`src/rtl/cart_load_ctrl.sv`:
```
// Cartridge loader: streams an HPS download into single-port cartridge RAM,
// zero-fills the unused tail, then holds the CPU in reset for a short settle period.
module cart_load_ctrl #(
    parameter int RAM_AW   = 13,
    parameter int HOLD_CYC = 16
) (
    input  logic              clk,
    input  logic              reset,
    input  logic              ioctl_download,
    input  logic [7:0]        ioctl_index,
    input  logic              ioctl_wr,
    input  logic [24:0]       ioctl_addr,
    input  logic [7:0]        ioctl_dout,
    output logic              ioctl_wait,
    input  logic [RAM_AW-1:0] cpu_addr,
    output logic [RAM_AW-1:0] ram_addr,
    output logic [7:0]        ram_din,
    output logic              ram_we,
    output logic              cpu_hold,
    output logic [RAM_AW:0]   cart_size,
    output logic              overflow,
    output logic              load_done
);
    localparam int HW = $clog2(HOLD_CYC + 1);
    localparam logic [RAM_AW:0]   FULL     = {1'b1, {RAM_AW{1'b0}}};
    localparam logic [RAM_AW-1:0] LAST     = {RAM_AW{1'b1}};
    localparam logic [HW-1:0]     HOLD_END = HW'(HOLD_CYC - 1);

    typedef enum logic [2:0] {IDLE, LOAD, WRITE, CLEAR, HOLD} state_t;

    state_t            state;
    logic              dl_prev;
    logic [RAM_AW-1:0] addr_q;
    logic [HW-1:0]     hold_cnt;

    logic            dl_rise;
    logic            in_range;
    logic [RAM_AW:0] wr_end;

    assign dl_rise  = ioctl_download & ~dl_prev & (ioctl_index == 8'd0);
    assign in_range = (ioctl_addr[24:RAM_AW] == '0);
    assign wr_end   = {1'b0, ioctl_addr[RAM_AW-1:0]} + (RAM_AW+1)'(1);

    // The CPU only sees the RAM while idle; every other state belongs to the loader.
    assign ram_addr = (state == IDLE) ? cpu_addr : addr_q;

    always_ff @(posedge clk or posedge reset) begin
        if (reset) begin
            state      <= IDLE;
            dl_prev    <= 1'b1;  // a download already high at release must not count as a rise
            addr_q     <= '0;
            hold_cnt   <= '0;
            ioctl_wait <= 1'b0;
            ram_din    <= 8'h00;
            ram_we     <= 1'b0;
            cpu_hold   <= 1'b0;
            cart_size  <= '0;
            overflow   <= 1'b0;
            load_done  <= 1'b0;
        end else begin
            dl_prev    <= ioctl_download;
            ram_we     <= 1'b0;
            ioctl_wait <= 1'b0;
            load_done  <= 1'b0;
            if (dl_rise && (state == IDLE || state == CLEAR || state == HOLD)) begin
                state     <= LOAD;
                cart_size <= '0;
                overflow  <= 1'b0;
                cpu_hold  <= 1'b1;
                addr_q    <= '0;
                hold_cnt  <= '0;
            end else begin
                case (state)
                    LOAD: begin
                        // A fall seen here also covers one deferred from WRITE.
                        if (!ioctl_download) begin
                            hold_cnt <= '0;
                            if (cart_size == FULL) begin
                                state <= HOLD;
                            end else begin
                                state   <= CLEAR;
                                addr_q  <= cart_size[RAM_AW-1:0];
                                ram_din <= 8'h00;
                                ram_we  <= 1'b1;
                            end
                        end else if (ioctl_wr) begin
                            if (in_range) begin
                                state      <= WRITE;
                                addr_q     <= ioctl_addr[RAM_AW-1:0];
                                ram_din    <= ioctl_dout;
                                ram_we     <= 1'b1;
                                ioctl_wait <= 1'b1;
                                if (wr_end > cart_size) cart_size <= wr_end;
                            end else begin
                                overflow <= 1'b1;
                            end
                        end
                    end
                    WRITE: state <= LOAD;
                    CLEAR: begin
                        if (addr_q == LAST) begin
                            state    <= HOLD;
                            hold_cnt <= '0;
                        end else begin
                            addr_q <= addr_q + 1'b1;
                            ram_we <= 1'b1;
                        end
                    end
                    HOLD: begin
                        if (hold_cnt == HOLD_END) begin
                            state     <= IDLE;
                            cpu_hold  <= 1'b0;
                            load_done <= 1'b1;
                        end else begin
                            hold_cnt <= hold_cnt + 1'b1;
                        end
                    end
                    default: ;
                endcase
            end
        end
    end
endmodule

```
`config.mk`:
```
export PLATFORM = sky130hd
export DESIGN_NAME = cart_load_ctrl
export DESIGN_NICKNAME = d
export VERILOG_FILES = /design/src/rtl/cart_load_ctrl.sv
export SDC_FILE = /design/constraint.sdc
export NUM_CORES = 1
export LEC_CHECK = 0
export CAP_MARGIN = 20
export CELL_PAD_IN_SITES_DETAIL_PLACEMENT = 0
export CELL_PAD_IN_SITES_GLOBAL_PLACEMENT = 1
export CORE_UTILIZATION = 33
export CTS_BUF_LIST = sky130_fd_sc_hd__clkbuf_16
export CTS_CLUSTER_DIAMETER = 60
export DETAILED_ROUTE_END_ITERATION = 7
export PLACE_DENSITY = 0.78
export SLEW_MARGIN = 20
export SYNTH_ARGS = -nofsm -noshare
export SYNTH_HDL_FRONTEND = slang
export SYNTH_SLANG_ARGS = --single-unit
```
`constraint.sdc`:
```
create_clock -name clk -period 2 [get_ports clk]
set_input_delay 0.4 -clock clk [delete_from_list [all_inputs] [get_ports clk]]
set_output_delay 0.4 -clock clk [all_outputs]
set_load 0.01 [all_outputs]
```
# Word-level counts from Yosys, hierarchy flattened
# Cells that the tools add are included.
dict set report word_totals {
  elab_cells 113
  reg_bits 49
}
dict set report classes {
  order_cmp 1
  mux 52
  add_sub_neg 3
  reduce_logical 23
  bitwise 4
  n_eq_ne 19
}
# op count
set ops {}
lappend ops {{2-to-1 mux 13 bit} 7}
lappend ops {{2-to-1 mux 14 bit} 6}
lappend ops {{2-to-1 mux 8 bit} 4}
lappend ops {{one-hot mux 13 bit (2 select lines)} 1}
lappend ops {{2-to-1 mux 3 bit} 7}
lappend ops {{2-to-1 mux 1 bit} 20}
lappend ops {{2-to-1 mux 5 bit} 4}
lappend ops {{AND reduction 5 bit} 4}
lappend ops {{one-hot mux 5 bit (3 select lines)} 1}
lappend ops {{adder 13 x 1 -> 14 bit, second input constant} 1}
lappend ops {{== test 14 bit, second input constant} 1}
lappend ops {{greater-than comparator 14 bit} 1}
lappend ops {{nonzero test 2 bit} 7}
lappend ops {{adder 13 x 1 -> 13 bit, second input constant} 1}
lappend ops {{== test 13 bit, second input constant} 1}
lappend ops {{zero test 12 bit} 1}
lappend ops {{!= test 4 bit, second input constant} 3}
lappend ops {{one-hot mux 3 bit (4 select lines)} 1}
lappend ops {{!= test 3 bit, second input constant} 3}
lappend ops {{zero test 8 bit} 1}
lappend ops {{AND reduction 4 bit} 2}
lappend ops {{== test 3 x 2 -> 1 bit, second input constant} 2}
lappend ops {{!= test 2 x 1 -> 1 bit, second input constant} 3}
lappend ops {{!= test 3 x 1 -> 1 bit, second input constant} 2}
lappend ops {{other kinds (15)} 18}

# Longest topological paths before layout
# Gate-level depths: netlist of the first run.
dict set report logic_depth {
  word_depth 8
  depth_mapped 11
}

# Worst setup path before layout of the first run
# Ideal clock, no wire load.
dict set report synth_path {
  path_type {input to register}
  start {input port ioctl_addr[0]}
  end {register cart_size[10]}
  t_arrival_ps 2558
  t_required_ps 1913
  setup_time_ps 87
  stages 11
  setup_slack_ps -644
  path_cell_list {ha_1 nand4_1 nor3_1 xor2_1 ha_1 nand3_1 nor2_1 a221oi_1 buf_2 a211oi_1 a211oi_2}
}
dict set report synth_via {
  elab_chain_len 7
}
# item line_no
set synth_lines {}
lappend synth_lines {{start, declared} 12} ;# input logic [24:0] ioctl_addr,
lappend synth_lines {{adder 13 x 1 -> 14 bit (*)} 42} ;# assign wr_end = {1'b0, ioctl_addr[RAM_AW-1:0]} + (RAM_AW+1)'(1);
lappend synth_lines {{parallel branches: the longest is 6 deep, another holds greater-than comparator 14 bit} n/a}
lappend synth_lines {{end signal, assigned} 93} ;# if (wr_end > cart_size) cart_size <= wr_end;
lappend synth_lines {{end, declared} 20} ;# output logic [RAM_AW:0] cart_size,
# Every way passes the cells marked *. The select of a mux whose other input is x is not followed.
# A chain may end at the register's enable or synchronous reset.

# Worst setup path in the final report of the first run
dict set report layout_path {
  start {input port ioctl_addr[0]}
  end {register cart_size[7]}
}
# The elaborated chain is that of the path after synthesis.

==> metrics.cfg, run 1 <==
[run_status]
status = finished, violations left
violations = negative setup slack

[grt]
grt_pass1_wl_um = 19900
grt_max_degree = 50
track_usage = 0.224
grt_pass1_vias = 3946
overflow = 0
antenna_found_initial = 0

[final_layout]
layout_commonest_cell = buf_4
final_cell_mix = buf_4 (105), clkdlybuf4s50_1 (64), dfrtp_1 (48)
drive_gt1_frac = 0.415
fin_nets = 672
syn2layout_area_growth_pct = 72.2
final_cells = 733
post-route-util = 0.597
antenna_cells = 0

[synthesis]
synth_cell_type_count = 70
syn_area_um2 = 3640
syn_area_per_cell_um2 = 9.64
synth-edff-count = 0
ys_seq_elements = 49
ys.warnings.count = 0
synth_top_area_share = 0.330
yosysSeqAreaShare = 0.337
synth.area.top_cells = dfrtp_1 (33%), ha_1 (6.2%), mux2i_1 (4.1%)
synth.net_count = 454
synth_top_cell_by_area = dfrtp_1
ys.flop_type = dfrtp_1
ys_async_sr_fraction = 1.00
syn-instance-count = 378

[die]
io_pins = 98
dieWidth_um = 107
die_h_um = 107
dieArea_um2 = 11500
start_util = 0.347
rows = 37
core_um2 = 10500

[timing]
grt_setup_unrepaired = true
maxSlewHeadroom = 0.693
setup_viol = 26
tightestPinTransition_ps = 456
skew_ps = 7.28
period_needed_ps = 2490
max_freq_mhz = 402
period_share = 1.24
tns_ps = -7490
finalHoldViolations = 0
whs_ps = 462
slew_viol_final = 0
fin_ws_ps = -488

[worst_setup_path]
worstSetupStartpointType = input pin
critPathMaxFanout = 6
crit_type = in2reg
cp-end-kind = flip-flop
critical_path_arrival_ps = 2690
critPathRequiredTime_ps = 2200

[place]
gp_congestion = 0.932
numPlacedInstances = 702
dp_hpwl_um = 9490
portBuffers = 97

[route]
routedWlPerCell_um = 17.6
drcViolationCount = 0
finalWirelength_um = 12900
dr.pass1.iters = 5
vias_per_cell = 5.47
detail-route-antenna-nets = 0
vias = 4007
drt_iter0_drc = 267

[power]
share_comb_of_total_power = 0.559
switchingPower_uw = 1820
switching_share = 0.355
pwr-share-clk = 0.162
pwr-share-seq = 0.279
vdd.ir_drop.worst_mv = 0.702
p_int_uw = 3310
p_total_uw = 5130
p_per_area_nw_per_um2 = 817
p_leak_uw = 0.00284

[clock_tree]
clkSinkCount = 49
clk_latency_ps = 290
cts_buffers = 5
h-tree-depth = 2
cts_hold_buf = 0
cts-root-buf = clkbuf_16
cts_tree = yes
clock_path_buffers = 2
path_clk_slew_ps = 60

[hold_path]
hold_class = in2async

[flow_run]
drv_cap = 0

==> layout make-up <==
type,count,area (um^2)
Clock buffer,5,125
Clock inverter,3,15.0
Fill cell,901,4240
Inverter,27,108
Multi-Input combinational cell,288,2560
Sequential cell,49,1230
Tap cell,136,170
Timing Repair Buffer,224,2060
Timing Repair inverter,1,5.00
==> Yosys cell counts (2+ instances only) <==
library cell / number
dfrtp_1: 48
nand2_1: 31
inv_1: 25
nand3_1: 22
ha_1: 18
nor2_1: 17
a22o_1: 16
mux2i_1: 15
o21ai_0: 14
a211oi_1: 13
a211oi_2: 11
buf_2: 9
nand4_1: 9
nor3_1: 7
nor4_1: 7
xor2_1: 7
and3_1: 6
mux2_1: 6
mux2_2: 6
o211ai_1: 6
a21o_1: 5
a21oi_1: 5
xnor2_1: 5
and2_1: 4
o2bb2ai_1: 4
clkbuf_1: 3
nand2b_1: 3
o22ai_1: 3
o31ai_1: 3
or3_1: 3
a221oi_1: 2
a2bb2oi_1: 2
a32o_1: 2
buf_6: 2
nor4_2: 2
or2_2: 2
or4_1: 2
==> timing repair <==
action,4_1_cts,5_1_grt
buffers inserted,11,10
cloned,2,1
setup endpoints to repair,52,50
pin swaps,33,21
gates resized for setup,180,32
==> state kept, by name, indices dropped and copies added, names as in the netlist <==
signal,count
cart_size,14
cpu_hold,1
dl_prev,1
overflow,1
addr_q,13
hold_cnt,5
ioctl_wait,1
state,3
ram_we,1
ram_din,8
load_done,1
==> power groups by stage <==
stage	Sequential [uW]	Clock, uW	Combinational [uW]
2_1_floorplan	1430	0	1170
4_1_cts	1420	837	2830
3_3_place_gp	1410	0	2320
5_1_grt	1460	876	3060
3_5_place_dp	1430	0	2370
6_report	1430	830	2870
==> worst max-delay path: stages <==
cell      delay, ps
buf_8            90
ha_4            130
and4_4          210
nand4_1         120
xnor2_2         170
ha_1            300
nand2_2          90
nor4_4          370
o31ai_4         170
a21o_1          280
buf_6           170
a211oi_2        180
==> metal layers <==
| layer | vias to the layer above | share of wire | global-route usage |
|---|---|---|---|
| met2 | 140 | 0.51 | 0.391 |
| met3 | 21 | 0.053 | 0.0274 |
| met5 | - | 0 | 0 |
| met4 | 0 | 0.018 | 0.0597 |
| met1 | 1959 | 0.42 | 0.290 |
| li1 | 1887 | - | - |
==> cells by family after synthesis <==
kind of cell               synth area share
muxes                                0.0824
adders and majority gates            0.0618
AOI/OAI and AO/OA                     0.243
xor gates and xnor gates             0.0289
DFF                                   0.337
buffers and inverters                0.0495
and+or+nand+nor                       0.198
==> path summary, 6_finish.rpt <==
path | from | endpoint | slack [ps] | cells after the start
max | ioctl_addr[0] | cart_size[7]$_DFFE_PP0P_ | -490 | 12
min | reset | ram_din[0]$_DFFE_PP0P_ | 460 | 3
max reg2reg | cart_size[3]$_DFFE_PP0P_ | cart_size[7]$_DFFE_PP0P_ | -140 | 8
min reg2reg | ram_din[7]$_DFFE_PP0P_ | ram_din[7]$_DFFE_PP0P_ | 500 | 1
max in group asynchronous | reset | dl_prev$_DFF_PP1_ | 1260 | 3
min in group clk | ioctl_addr[0] | cart_size[0]$_DFFE_PP0P_ | 490 | 4
==> through the flow <==
| stage | area, um^2 | setup slack [ps] |
|---|---|---|
| 3_5_place_dp | 5590 | -1340 |
| 4_1_cts | 6090 | -446 |
| 3_3_place_gp | 5590 | -1240 |
| 5_1_grt | 6270 | -588 |
| 6_report | 6270 | -488 |
| 2_1_floorplan | 3710 | -431 |
Note: power is estimated with default switching activity, not from simulation.
==> run 2, diff against run 1 <==
CORE_MARGIN = 4   (was not set)
CTS_CLUSTER_SIZE = 12   (was not set)
==> run 2 against run 1 <==
Wire length grew 4.3%. Hold slack got worse by 48 ps. Clock skew is 1.2 ps lower. Fmax is 2.8% lower. Final area up 1.4%. Clock-buffer cell count did not move. Critical path depth increased by 1. Largest power group unchanged. The flow still finishes with violations (negative setup slack). Sequential power hardly changed. Via count shrank 1.2%.
==> metrics.cfg, run 2 (synthesis results as in run 1) <==
[clock_tree]
clock_path_buffers = 2  ; unchanged
cts_tree = yes
cts_hold_buf = 0  ; unchanged
clkSinkCount = 49  ; unchanged
cts_buffers = 5  ; unchanged
cts-root-buf = clkbuf_16
clk_latency_ps = 290  ; about the same
path_clk_slew_ps = 70  ; about the same
h-tree-depth = 2  ; unchanged

[timing]
finalHoldViolations = 0  ; unchanged
slew_viol_final = 0  ; unchanged
period_needed_ps = 2560  ; +71.1 ps
skew_ps = 6.12  ; -1.16 ps
max_freq_mhz = 391  ; -2.8%
fin_ws_ps = -559  ; -71.1 ps
whs_ps = 414  ; -48.5 ps
grt_setup_unrepaired = true
setup_viol = 27  ; +3.8%
maxSlewHeadroom = 0.736  ; +0.0427
tightestPinTransition_ps = 394  ; -62.1 ps
period_share = 1.28  ; +0.0356

[power]
pwr-share-seq = 0.267  ; -0.012
switching_share = 0.348  ; -0.00739
p_int_uw = 3530  ; +6.9%
share_comb_of_total_power = 0.554  ; -0.005
vdd.ir_drop.worst_mv = 0.611  ; -13%
p_leak_uw = 0.00287  ; +1.1%
p_total_uw = 5420  ; +5.7%
pwr-share-clk = 0.179  ; +0.017
switchingPower_uw = 1880  ; +3.5%
p_per_area_nw_per_um2 = 851  ; +4.2%

[final_layout]
layout_commonest_cell = buf_4
multi_input_area_um2 = 2660  ; +3.8%
syn2layout_area_growth_pct = 74.7
fillers = 931  ; +3.3%
register_area_um2 = 1230  ; unchanged
largest_register = cart_size
antenna_cells = 0  ; unchanged
drive_gt1_frac = 0.423  ; +0.00767
post-route-util = 0.587  ; -0.00995
fin_nets = 673  ; +0.15%
largest_reg_flops = 14  ; unchanged
reg_top3 = cart_size (14), addr_q (13), ram_din (8)
final_cell_mix = buf_4 (106), clkdlybuf4s50_1 (65), dfrtp_1 (48)

[die]
die_h_um = 113  ; +5.6%
io_pins = 98  ; unchanged
dieWidth_um = 113  ; +5.6%
core_um2 = 10800  ; +3.2%
dieArea_um2 = 12800  ; +12%
start_util = 0.336  ; -0.0106
rows = 38  ; +2.7%

[worst_setup_path]
worst_path_largest_cell_delay_ps = 370  ; about the same
r2r_slack_ps = -130  ; about the same
crit_path_frequent_cell = buf_4
cp_cell_sequence = clkdlybuf4s15_2 -> nand4_1 -> buf_6 -> nor3_4 -> xnor2_2 -> ha_1 -> a211oi_2 -> o21ai_1 -> a221oi_4 -> buf_4 -> a221oi_2 -> buf_4 -> mux2i_1
cp.buffers_inverters = 4  ; +2
cp_top_family = buffers and inverters
critical_path_arrival_ps = 2730  ; +40 ps
worstSetupStartpointType = input pin
crit_type = in2reg
cpMaxStageDelayCell = a221oi_4
critPathRequiredTime_ps = 2170  ; -30 ps
cp-end-kind = flip-flop
critPathMaxFanout = 5  ; -1

[route]
detail-route-antenna-nets = 0  ; unchanged
vias_per_cell = 5.37  ; -1.8%
drt_iter0_drc = 244  ; -8.6%
vias = 3960  ; -1.2%
finalWirelength_um = 13400  ; +4.3%
routedWlPerCell_um = 18.2  ; +3.6%
dr.pass1.iters = 5  ; unchanged
drcViolationCount = 0  ; unchanged

[grt]
grt_pass1_wl_um = 21000  ; +5.6%
grt_pass1_vias = 4111  ; +4.2%
overflow = 0  ; unchanged
grt_max_degree = 35  ; -30%
track_usage = 0.205  ; -0.0189
antenna_found_initial = 0  ; unchanged

[run_status]
status = finished, violations left
violations = negative setup slack

[place]
gp_congestion = 0.960  ; +3.1%
portBuffers = 97  ; unchanged
dp_hpwl_um = 9790  ; +3.1%
post-place-ws_ps = -1390  ; -50.1 ps

[flow_run]
drv_cap = 0  ; unchanged

[hold_path]
hold_class = in2async

run 2: changes by cell type in the layout (fill, tap and decap cells not counted), moves of 3 or more:
cell	before	now
nor3_2	4	0
a211oi_2	23	20
clkbuf_2	0	3
nor3_4	1	4
buf_12	5	2
buf_2	6	3
inv_1	26	23
run 2: worst register-to-register path, delay by kind of cell (launching register included):
family	cells	cell delay [ps]
DFF	1	450
and+or+nand+nor	2	320
adders and majority gates	1	320
buffers and inverters	3	430
AOI/OAI and AO/OA	2	360
muxes	1	170
run 2: power by group through the flow:
stage	clock (uW)	combinational (uW)	sequential (uW)
floorplan	0	1170	1430
global placement	0	2310	1420
detailed placement	0	2340	1430
CTS	977	2920	1420
global route	1030	3230	1480
finish	968	3000	1450
run 2: layer usage:
layer,part of all wire,GRT usage
met1,0.42,0.259
met2,0.50,0.355
met3,0.056,0.0348
met4,0.021,0.0649
met5,0,0
run 2: per-stage QoR:
step                      setup TNS (ps)  area [um^2]  std cells
after floorplan                    -5880         3710        378
final                              -8560         6360        738
after detailed placement          -32080         5510        697
after global routing              -11620         6360        738
after CTS                          -9170         6170        731
after global placement            -30780         5510        697
run 2: final timing paths:
check                                          start                   endpoint  depth (start not counted)
max                                    ioctl_addr[8]  cart_size[13]$_DFFE_PP0P_                         13
min reg2reg                     cpu_hold$_DFFE_PP0P_       cpu_hold$_DFFE_PP0P_                          2
min in group clk                cpu_hold$_DFFE_PP0P_       cpu_hold$_DFFE_PP0P_                          2
max in group asynchronous                      reset   cart_size[6]$_DFFE_PP0P_                          3
max reg2reg                cart_size[12]$_DFFE_PP0P_   cart_size[1]$_DFFE_PP0P_                          9
min                                            reset     ram_din[5]$_DFFE_PP0P_                          2
run 2: final cells by class:
class                   instances  share of cell area
clock buffers                   5              0.0197
repair inverters                1             0.00118
multi-input cells             288               0.418
well taps                     140              0.0275
flip-flops and latches         49               0.193
repair buffers                225               0.319
inverters                      27              0.0159
clock inverters                 3             0.00649
run 2: what timing repair did:
| action | 4_1_cts | 5_1_grt |
|---|---|---|
| pin swaps | 40 | 26 |
| setup endpoints to repair | 48 | 45 |
| endpoints found under the hold margin | 0 | 0 |
| buffers inserted | 24 | 8 |
| gates resized for setup | 176 | 35 |
| gates cloned | 2 | 0 |
